===== src/rtl/ej_1_pkg.sv =====
// Shared types and defaults for the ej_1 serial run-length detector.
package ej_1_pkg;

    typedef enum logic [1:0] {
        IDLE,
        ONES,
        ZEROS
    } state_t;

    localparam int RUN_LEN_DEF = 3;

endpackage


===== src/rtl/ej_1_run_detector.sv =====
// Moore run-length detector: Z flags a run of >= RUN_LEN ones, S a run of >= RUN_LEN zeros.
// Both flags are registered and derived only from the next state and count.
module ej_1_run_detector
    import ej_1_pkg::*;
#(
    parameter int RUN_LEN = RUN_LEN_DEF
) (
    input  logic clk,
    input  logic RESET,
    input  logic X,
    output logic Z,
    output logic S
);

    localparam int CW = $clog2(RUN_LEN + 1);
    localparam logic [CW-1:0] CNT_ONE = CW'(1);
    localparam logic [CW-1:0] CNT_MAX = CW'(RUN_LEN);

    state_t        state_q, state_d;
    logic [CW-1:0] cnt_q, cnt_d;
    logic          z_q, z_d;
    logic          s_q, s_d;
    logic [CW-1:0] cnt_sat;

    // Counter holds at RUN_LEN so an arbitrarily long run keeps its flag up.
    assign cnt_sat = (cnt_q == CNT_MAX) ? cnt_q : cnt_q + CNT_ONE;

    always_comb begin
        state_d = state_q;
        cnt_d   = cnt_q;
        case (state_q)
            IDLE: begin
                state_d = X ? ONES : ZEROS;
                cnt_d   = CNT_ONE;
            end
            ONES: begin
                if (X) begin
                    cnt_d = cnt_sat;
                end else begin
                    state_d = ZEROS;
                    cnt_d   = CNT_ONE;
                end
            end
            ZEROS: begin
                if (!X) begin
                    cnt_d = cnt_sat;
                end else begin
                    state_d = ONES;
                    cnt_d   = CNT_ONE;
                end
            end
            default: begin
                state_d = IDLE;
                cnt_d   = '0;
            end
        endcase
        z_d = (state_d == ONES)  && (cnt_d == CNT_MAX);
        s_d = (state_d == ZEROS) && (cnt_d == CNT_MAX);
    end

    always_ff @(posedge clk or posedge RESET) begin
        if (RESET) begin
            state_q <= IDLE;
            cnt_q   <= '0;
            z_q     <= 1'b0;
            s_q     <= 1'b0;
        end else begin
            state_q <= state_d;
            cnt_q   <= cnt_d;
            z_q     <= z_d;
            s_q     <= s_d;
        end
    end

    assign Z = z_q;
    assign S = s_q;

endmodule


===== config.mk =====
export PLATFORM = sky130hd
export DESIGN_NAME = ej_1_run_detector
export DESIGN_NICKNAME = d
export VERILOG_FILES = /design/src/rtl/ej_1_pkg.sv /design/src/rtl/ej_1_run_detector.sv
export SDC_FILE = /design/constraint.sdc
export NUM_CORES = 1
export LEC_CHECK = 0
export ABC_AREA = 1
export CAP_MARGIN = 20
export CORE_AREA = 4 4 41 43
export CTS_BUF_LIST = sky130_fd_sc_hd__clkbuf_8
export DETAILED_ROUTE_END_ITERATION = 10
export DIE_AREA = 0 0 45 47
export DONT_BUFFER_PORTS = 1
export PLACE_DENSITY_LB_ADDON = 0.2
export SETUP_SLACK_MARGIN = 0.1
export SLEW_MARGIN = 30
export SYNTH_ARGS = -nofsm -noshare
export SYNTH_HDL_FRONTEND = slang
export SYNTH_SLANG_ARGS = --single-unit

===== constraint.sdc =====
create_clock -name clk -period 1.8 [get_ports clk]
set_clock_uncertainty 0.05 [all_clocks]
set_input_delay 0.45 -clock clk [delete_from_list [all_inputs] [get_ports clk]]
set_output_delay 0.45 -clock clk [all_outputs]
set_load 0.005 [all_outputs]

==> results of run 1 <==
[final cells by class]
type / instances / area [sq um] / share of cell area (%)
timing repair buffer: 1 / 10.0 / 3.16
multi-input combinational: 14 / 66.3 / 20.9
sequential: 6 / 150 / 47.4
inverter: 8 / 30.0 / 9.49
clock buffer: 3 / 41.3 / 13.0
tap: 15 / 18.8 / 5.93
[Yosys cell counts (all sizes together)]
cell   number
nor2        4
a21oi       2
inv         8
dfrtp       6
nand4       2
nand2       4
nand3       2
[power breakdown]
| part | switching, mW | total [mW] | leakage (nW) | internal (mW) |
|---|---|---|---|---|
| clock | 0.0563 | 0.200 | 0.0216 | 0.144 |
| combinational | 0.0147 | 0.0247 | 0.0831 | 0.0100 |
| sequential | 0.00834 | 0.153 | 0.0760 | 0.145 |
| total | 0.0793 | 0.378 | 0.181 | 0.299 |
[stage by stage]
step	utilization [%]	worst slack [ns]	instance area [sq um]
5_1_grt	24.3	0.697	317
6_report	24.3	0.715	317
4_1_cts	24.3	0.706	317
3_3_place_gp	20.4	0.945	265
2_1_floorplan	-	0.951	246
3_5_place_dp	20.4	0.943	265
[cells by family after synthesis]
family / Yosys count / share of synthesized area (%)
buf+inv: 8 / 12.2
compound gates: 2 / 5.58
simple gates: 12 / 21.3
flops: 6 / 60.9
[sequential cells by signal, indices dropped and copies added (netlist names)]
register	count
state_q	2
Z	1
S	1
cnt_q	2
[layer usage]
metal  vias up  wire [microns]
li1         93               -
met1        77             211
met2         9             134
met3         0              66
met4         0               0
met5         -               0
[worst min path at each step]
stage,cells past startpoint,to,from
6_report,1,state_q[1],X
3_5_place_dp,1,cnt_q[0],RESET
5_1_grt,1,state_q[1],X
3_3_place_gp,1,cnt_q[0],RESET
4_1_cts,1,state_q[1],X
2_1_floorplan,1,S,RESET
[repair_timing]
item	CTS	global route
hold buffers	1	0
endpoints found under the hold margin	6	0
gates resized for setup	0	0
==> implementation parameters, run 1 <==
Parameter                              Value

Clocking
  CTS tree ... yes
  H-tree depth ... 1
  Inserted Clock Buffers ... 3
  Clock latency of the later-clocked register in the worst-skew pair ... 0.22 ns
  Postcts setup bufs ... 0
  Total number of clock tree sinks ... 6
  Clock transition at the registers of the reported paths ... 0.04 ns
  Cell at the root of the clock tree ... clkbuf_8
  CTS Buffer Depth ... 2

Routing
  DR WL/cell ... 8.77 microns
  Drt first-iter violations ... 1
  DRC violation count after routing ... 0
  Vias after detailed routing ... 179
  Drt via density ... 3.81
  Number of nets with antenna violations after routing ... 0
  Sum of routed wire length over all layers ... 412 microns
  First-pass DRT Iterations ... 4

Placed design
  Count of buffers inserted at the top-level ports ... 0
  Post-detailed-placement half-perimeter wirelength ... 289 microns
  RePlAce Congestion ... 0.630
  Number of placed instances with taps included ... 43

Floorplan
  Die H ... 47 microns
  I/O pin count ... 5
  Die area ... 0.00212 sq mm
  Die width ... 45 microns
  Core footprint ... 0.00130 sq mm
  Number of placement rows ... 13
  Starting utilization of the core area ... 18.9%

Hold path
  Path type of the worst min-delay path ... in2reg

GRT
  Met2 Resource Use GR ... 5.65%
  Maximum number of pins on one net before global-route repair ... 7
  Vias in the first global route ... 176
  Top Usage Layer GRT ... met3
  Met1 capacity usage during global routing ... 6.25%
  First-pass GRT wire length ... 724 microns
  Number of antenna violations at the first check in global routing ... 0
  Total routing usage reported by global routing ... 5.48%
  Remaining Overflow, GRT ... 0
  Met3 usage in global routing ... 7.28%

Run status
  Outcome ... complete, no violations

Timing
  Slew @ Worst Pin ... 0.243 ns
  Relative slew slack ... 83.8%
  Maximum operating frequency ... 922 MHz
  Final max-slew violation count ... 0
  Unrepaired setup endpoints after global routing ... false
  Setup TNS ... 0 ns
  Setup Viol. Count Final ... 0
  Final critical-path required period ... 1.09 ns
  Number of hold violations in the final report ... 0
  Worst hold slack across all endpoints ... 0.240 ns
  Final cycle utilization of the critical path ... 60.3%

Worst setup path
  Destination of the worst register-to-register timing path ... cnt_q[1]
  Setup crit start ... S
  Slack of the worst reg-to-reg path ... 0.98 ns
  Top fanout value on the critical path ... 1
  Kind of start point of the critical path ... flop
  Crit path DAT ... 0.59 ns
  Worst reg2reg path depth ... 3
  Worst Setup EP ... S
  Crit path capture type ... output pin
  Reg2Reg Launch Point ... state_q[1]
  Worst setup path class ... reg2out
  Stages on the worst setup path ... 0
  Worst EP required ... 1.30 ns

Final layout
  Commonest non-fill, non-tap cell in the layout ... inv_1
  # nets final ... 37
  Post-Layout Cell Count ... 47
  Filler cells ... 150
  Highest-count cells in the layout ignoring fill and taps ... inv_1, dfrtp_1, nor2_1, nand2_1, clkbuf_8
  Fraction of final layout cells sized beyond drive strength 1 ... 15.6%
  # diodes ... 0
  Area grow syn2layout ... 28.4%

Logic synthesis
  Gate count after technology mapping ... 28
  Flops & latches, synth ... 6
  Fraction of post-synthesis cell area in the top cell type by area ... 60.9%
  Number of nets produced by synthesis ... 31
  Post-Synthesis Mean Instance Area ... 8.80 sq um
  Summed instance area of the synthesized netlist ... 246 sq um
  Count of synthesis-stage warnings from yosys ... 0
  Top cells by area in the synthesized netlist ... dfrtp_1, inv_1, nand2_1
  Cell type with the largest total area after synthesis ... dfrtp_1
  Library cells used by synthesis ... 9
  Sequential element share of the synthesized area ... 60.9%

Power
  Power density over cell area ... 1190 mW/mm^2
  Tot Pwr ... 0.378 mW
  Max IR drop VDD ... 0.000441 V
  Leakage ... 0.181 nW

Run
  Max capacitance violation total ... 0
Power figures use the tool's default switching activity.
==> run 2, diff against run 1 <==
- ABC_AREA: 1 -> 0
- clock period: 1.8 -> 1.1 ns (I/O delays scaled with it)
==> run 2 against run 1 <==
Compared with the run above: combinational power increased by 130%; die area unchanged; synthesized area fell by 3.0%; power up 68%; count of clock-buffer cells in the layout did not move; wire length rose by 21%; register-to-register slack lost 0.91 ns; critical endpoint is now cnt_q[1].
==> implementation parameters, run 2 <==
Parameter                              Value

Power
  Clock Power Share ... 51.6% (-1.3 points)
  Leakage ... 0.162 nW (-10%)
  Power density over cell area ... 1820 mW/mm^2 (+52%)
  Int Power ... 0.507 mW (+70%)
  Max IR drop VDD ... 0.000800 V (+81%)
  Part of the power in combinational logic ... 8.7% (+2.2 points)
  Sequential power share ... 39.7% (-0.9 points)
  Switching fraction of total power ... 20.3% (-0.70 points)
  Switching pwr ... 0.129 mW (+63%)

Worst setup path
  Slack of the worst reg-to-reg path ... 0.07 ns (-0.91 ns)
  Reg2Reg Launch Point ... state_q[0]
  Crit-path leading delay family ... flip-flops
  Destination of the worst register-to-register timing path ... cnt_q[1]
  Worst setup path class ... reg2reg
  Crit path capture type ... flop
  Top fanout value on the critical path ... 5 (+4)
  Critical Path, Cell by Cell ... or3b_1 > a21oi_2
  Buffers & Inverters on Critical Path ... 0
  Setup crit start ... state_q[0]
  Max stage delay cell, worst path ... dfrtp_1
  Kind of start point of the critical path ... flop
  Worst path max stage delay ... 0.42 ns
  Stages on the worst setup path ... 2 (+2)
  Worst Setup EP ... cnt_q[1]
  Worst reg2reg path depth ... 2 (-1)
  Worst EP required ... 1.20 ns (-0.10 ns)
  Crit path DAT ... 1.13 ns (+0.54 ns)

Floorplan
  Core footprint ... 0.00130 sq mm (unchanged)
  Die width ... 45 microns (unchanged)
  Die H ... 47 microns (unchanged)
  Die area ... 0.00212 sq mm (unchanged)
  Starting utilization of the core area ... 18.4% (-0.58 points)
  I/O pin count ... 5 (unchanged)
  Number of placement rows ... 13 (unchanged)

Timing
  Number of hold violations in the final report ... 0 (unchanged)
  Unrepaired setup endpoints after global routing ... true
  Setup TNS ... 0 ns (unchanged)
  Slew @ Worst Pin ... 0.227 ns (-0.0163 ns)
  Maximum operating frequency ... 967 MHz
  Final critical-path required period ... 1.03 ns
  Setup Viol. Count Final ... 0 (unchanged)
  Relative slew slack ... 84.7% (+0.90 points)
  Final max-slew violation count ... 0 (unchanged)
  Final cycle utilization of the critical path ... 94.0%

Final layout
  # diodes ... 0 (unchanged)
  # nets final ... 33 (-11%)
  Biggest registers after layout ... cnt_q: 2 flops, state_q: 2 flops
  Filler cells ... 148 (-1.3%)
  Commonest non-fill, non-tap cell in the layout ... dfrtp_1
  Sequential cell area ... 150 sq um (unchanged)
  Fraction of final layout cells sized beyond drive strength 1 ... 35.7% (+20 points)
  Area grow syn2layout ... 46.6%
  Final core occ ... 26.9% (+2.6 points)
  Area taken by multi-input logic gates ... 88.8 sq um (+34%)
  Highest-count cells in the layout ignoring fill and taps ... dfrtp_1, buf_4, clkbuf_8

Routing
  Sum of routed wire length over all layers ... 500 microns (+21%)
  Drt first-iter violations ... 2 (+1)
  DRC violation count after routing ... 0 (unchanged)
  Vias after detailed routing ... 184 (+2.8%)
  Number of nets with antenna violations after routing ... 0 (unchanged)
  DR WL/cell ... 11.6 microns (+33%)
  First-pass DRT Iterations ... 4 (unchanged)
  Drt via density ... 4.28 (+12%)

Hold path
  Path type of the worst min-delay path ... in2reg

Logic synthesis
  Top cells by count, synth ... dfrtp_1, a21oi_1
  Flops & latches, synth ... 6 (unchanged)
  Top cells by area in the synthesized netlist ... dfrtp_1, and4b_2, a21oi_1
  Most frequent cell after synthesis ... dfrtp_1
  Library cells used by synthesis ... 13 (+4)
  Post-Synthesis Mean Instance Area ... 12.6 sq um (+43%)
  Share of synthesized registers carrying an async set or reset ... 100% (unchanged)
  Summed instance area of the synthesized netlist ... 239 sq um (-3.0%)
  Number of nets produced by synthesis ... 22 (-29%)
  Cell type with the largest total area after synthesis ... dfrtp_1
  Fraction of post-synthesis cell area in the top cell type by area ... 62.8% (+1.9 points)
  Count of synthesis-stage warnings from yosys ... 0 (unchanged)
  Sequential element share of the synthesized area ... 62.8% (+1.9 points)
  Number of enable-type register cells in the synthesized netlist ... 0 (unchanged)
  Gate count after technology mapping ... 19 (-32%)
  Ys flop type ... dfrtp_1

GRT
  Remaining Overflow, GRT ... 0 (unchanged)
  Number of antenna violations at the first check in global routing ... 0 (unchanged)
  First-pass GRT wire length ... 959 microns (+32%)
  Total routing usage reported by global routing ... 7.23% (+1.7 points)
  Maximum number of pins on one net before global-route repair ... 9 (+2)
  Vias in the first global route ... 226 (+28%)

Placed design
  Count of buffers inserted at the top-level ports ... 0 (unchanged)
  RePlAce Congestion ... 0.664 (+5.3%)

Clocking
  Total number of clock tree sinks ... 6 (unchanged)
  Clock latency of the later-clocked register in the worst-skew pair ... 0.22 ns (about the same)
  CTS Buffer Depth ... 2 (unchanged)
  Clock transition at the registers of the reported paths ... 0.03 ns (about the same)
  CTS tree ... yes
  H-tree depth ... 1 (unchanged)
  Inserted Clock Buffers ... 3 (unchanged)
  Cell at the root of the clock tree ... clkbuf_8

Run status
  Outcome ... complete, no violations

Run
  Max capacitance violation total ... 0 (unchanged)
## run 2: cell types whose count changed in the layout (fill, tap and decap cells not counted), sizes merged, moves of 2 or more
| cell | previous run | this run |
|---|---|---|
| inv | 8 | 1 |
| nand2 | 4 | 1 |
| nand4 | 2 | 0 |
| nand3 | 2 | 0 |
| buf | 0 | 5 |
| and4b | 0 | 2 |
| nor2 | 4 | 1 |
## run 2: cell type report
cell class              instances  area share [%]
clock buffers                   3            11.8
inverters                       1            1.07
multi-input cells              12            25.4
flip-flops and latches          6            42.9
well taps                      15            5.36
repair buffers                  6            13.6
## run 2: cells by family (layout without fill, tap and decap cells)
group	after synthesis	after routing	share of synthesized area (%)
buffers and inverters	1	10	1.57
AOI/OAI and AO/OA	4	4	10.5
DFF	6	6	62.8
and+or+nand+nor	8	8	25.1
## run 2: what timing repair did
item	in CTS	in global routing
hold buffers	1	0
endpoints found under the setup margin	1	2
hold endpoints to repair	6	0
gates resized for setup	0	1
setup buffers	2	1
## run 2: routing by layer
metal  global-route usage [%]  wire length (microns)  up-vias  share of wire [%]
met2                     10.7                    251        7                 50
met3                     6.13                     57        0                 11
met1                     6.47                    191       88                 38
li1                         -                      -       89                  -
met5                        0                      0        -                  0
met4                     5.26                      0        0                  0
## run 2: power groups by stage
stage	clock network, mW	registers [mW]	logic [mW]
4_1_cts	0.343	0.253	0.0503
2_1_floorplan	0	0.253	0.0248
6_report	0.328	0.252	0.0556
5_1_grt	0.363	0.256	0.0612
3_3_place_gp	0	0.255	0.0368
3_5_place_dp	0	0.256	0.0391
## run 2: how the worst min path moves through the flow
| stage | to | depth (start not counted) | slack (ns) | start |
|---|---|---|---|---|
| 6_report | state_q[1] | 1 | 0.07 | X |
| 5_1_grt | state_q[1] | 1 | 0.05 | X |
| 4_1_cts | state_q[1] | 1 | 0.06 | X |
| 3_5_place_dp | Z | 1 | 0.05 | RESET |
| 3_3_place_gp | Z | 1 | 0.04 | RESET |
| 2_1_floorplan | S | 1 | 0.02 | RESET |
## run 2: per-stage QoR
step | hold slack (ns) | setup WS (ns) | instances | power [mW] | instance area, sq um
floorplan | 0.0160 | 0.109 | 19 | 0.278 | 239
global placement | 0.0424 | 0.100 | 36 | 0.292 | 273
detailed placement | 0.0526 | 0.0507 | 36 | 0.295 | 273
CTS | 0.0594 | 0.0543 | 42 | 0.645 | 339
global route | 0.0549 | 0.0186 | 43 | 0.680 | 350
finish | 0.0677 | 0.0659 | 43 | 0.636 | 350
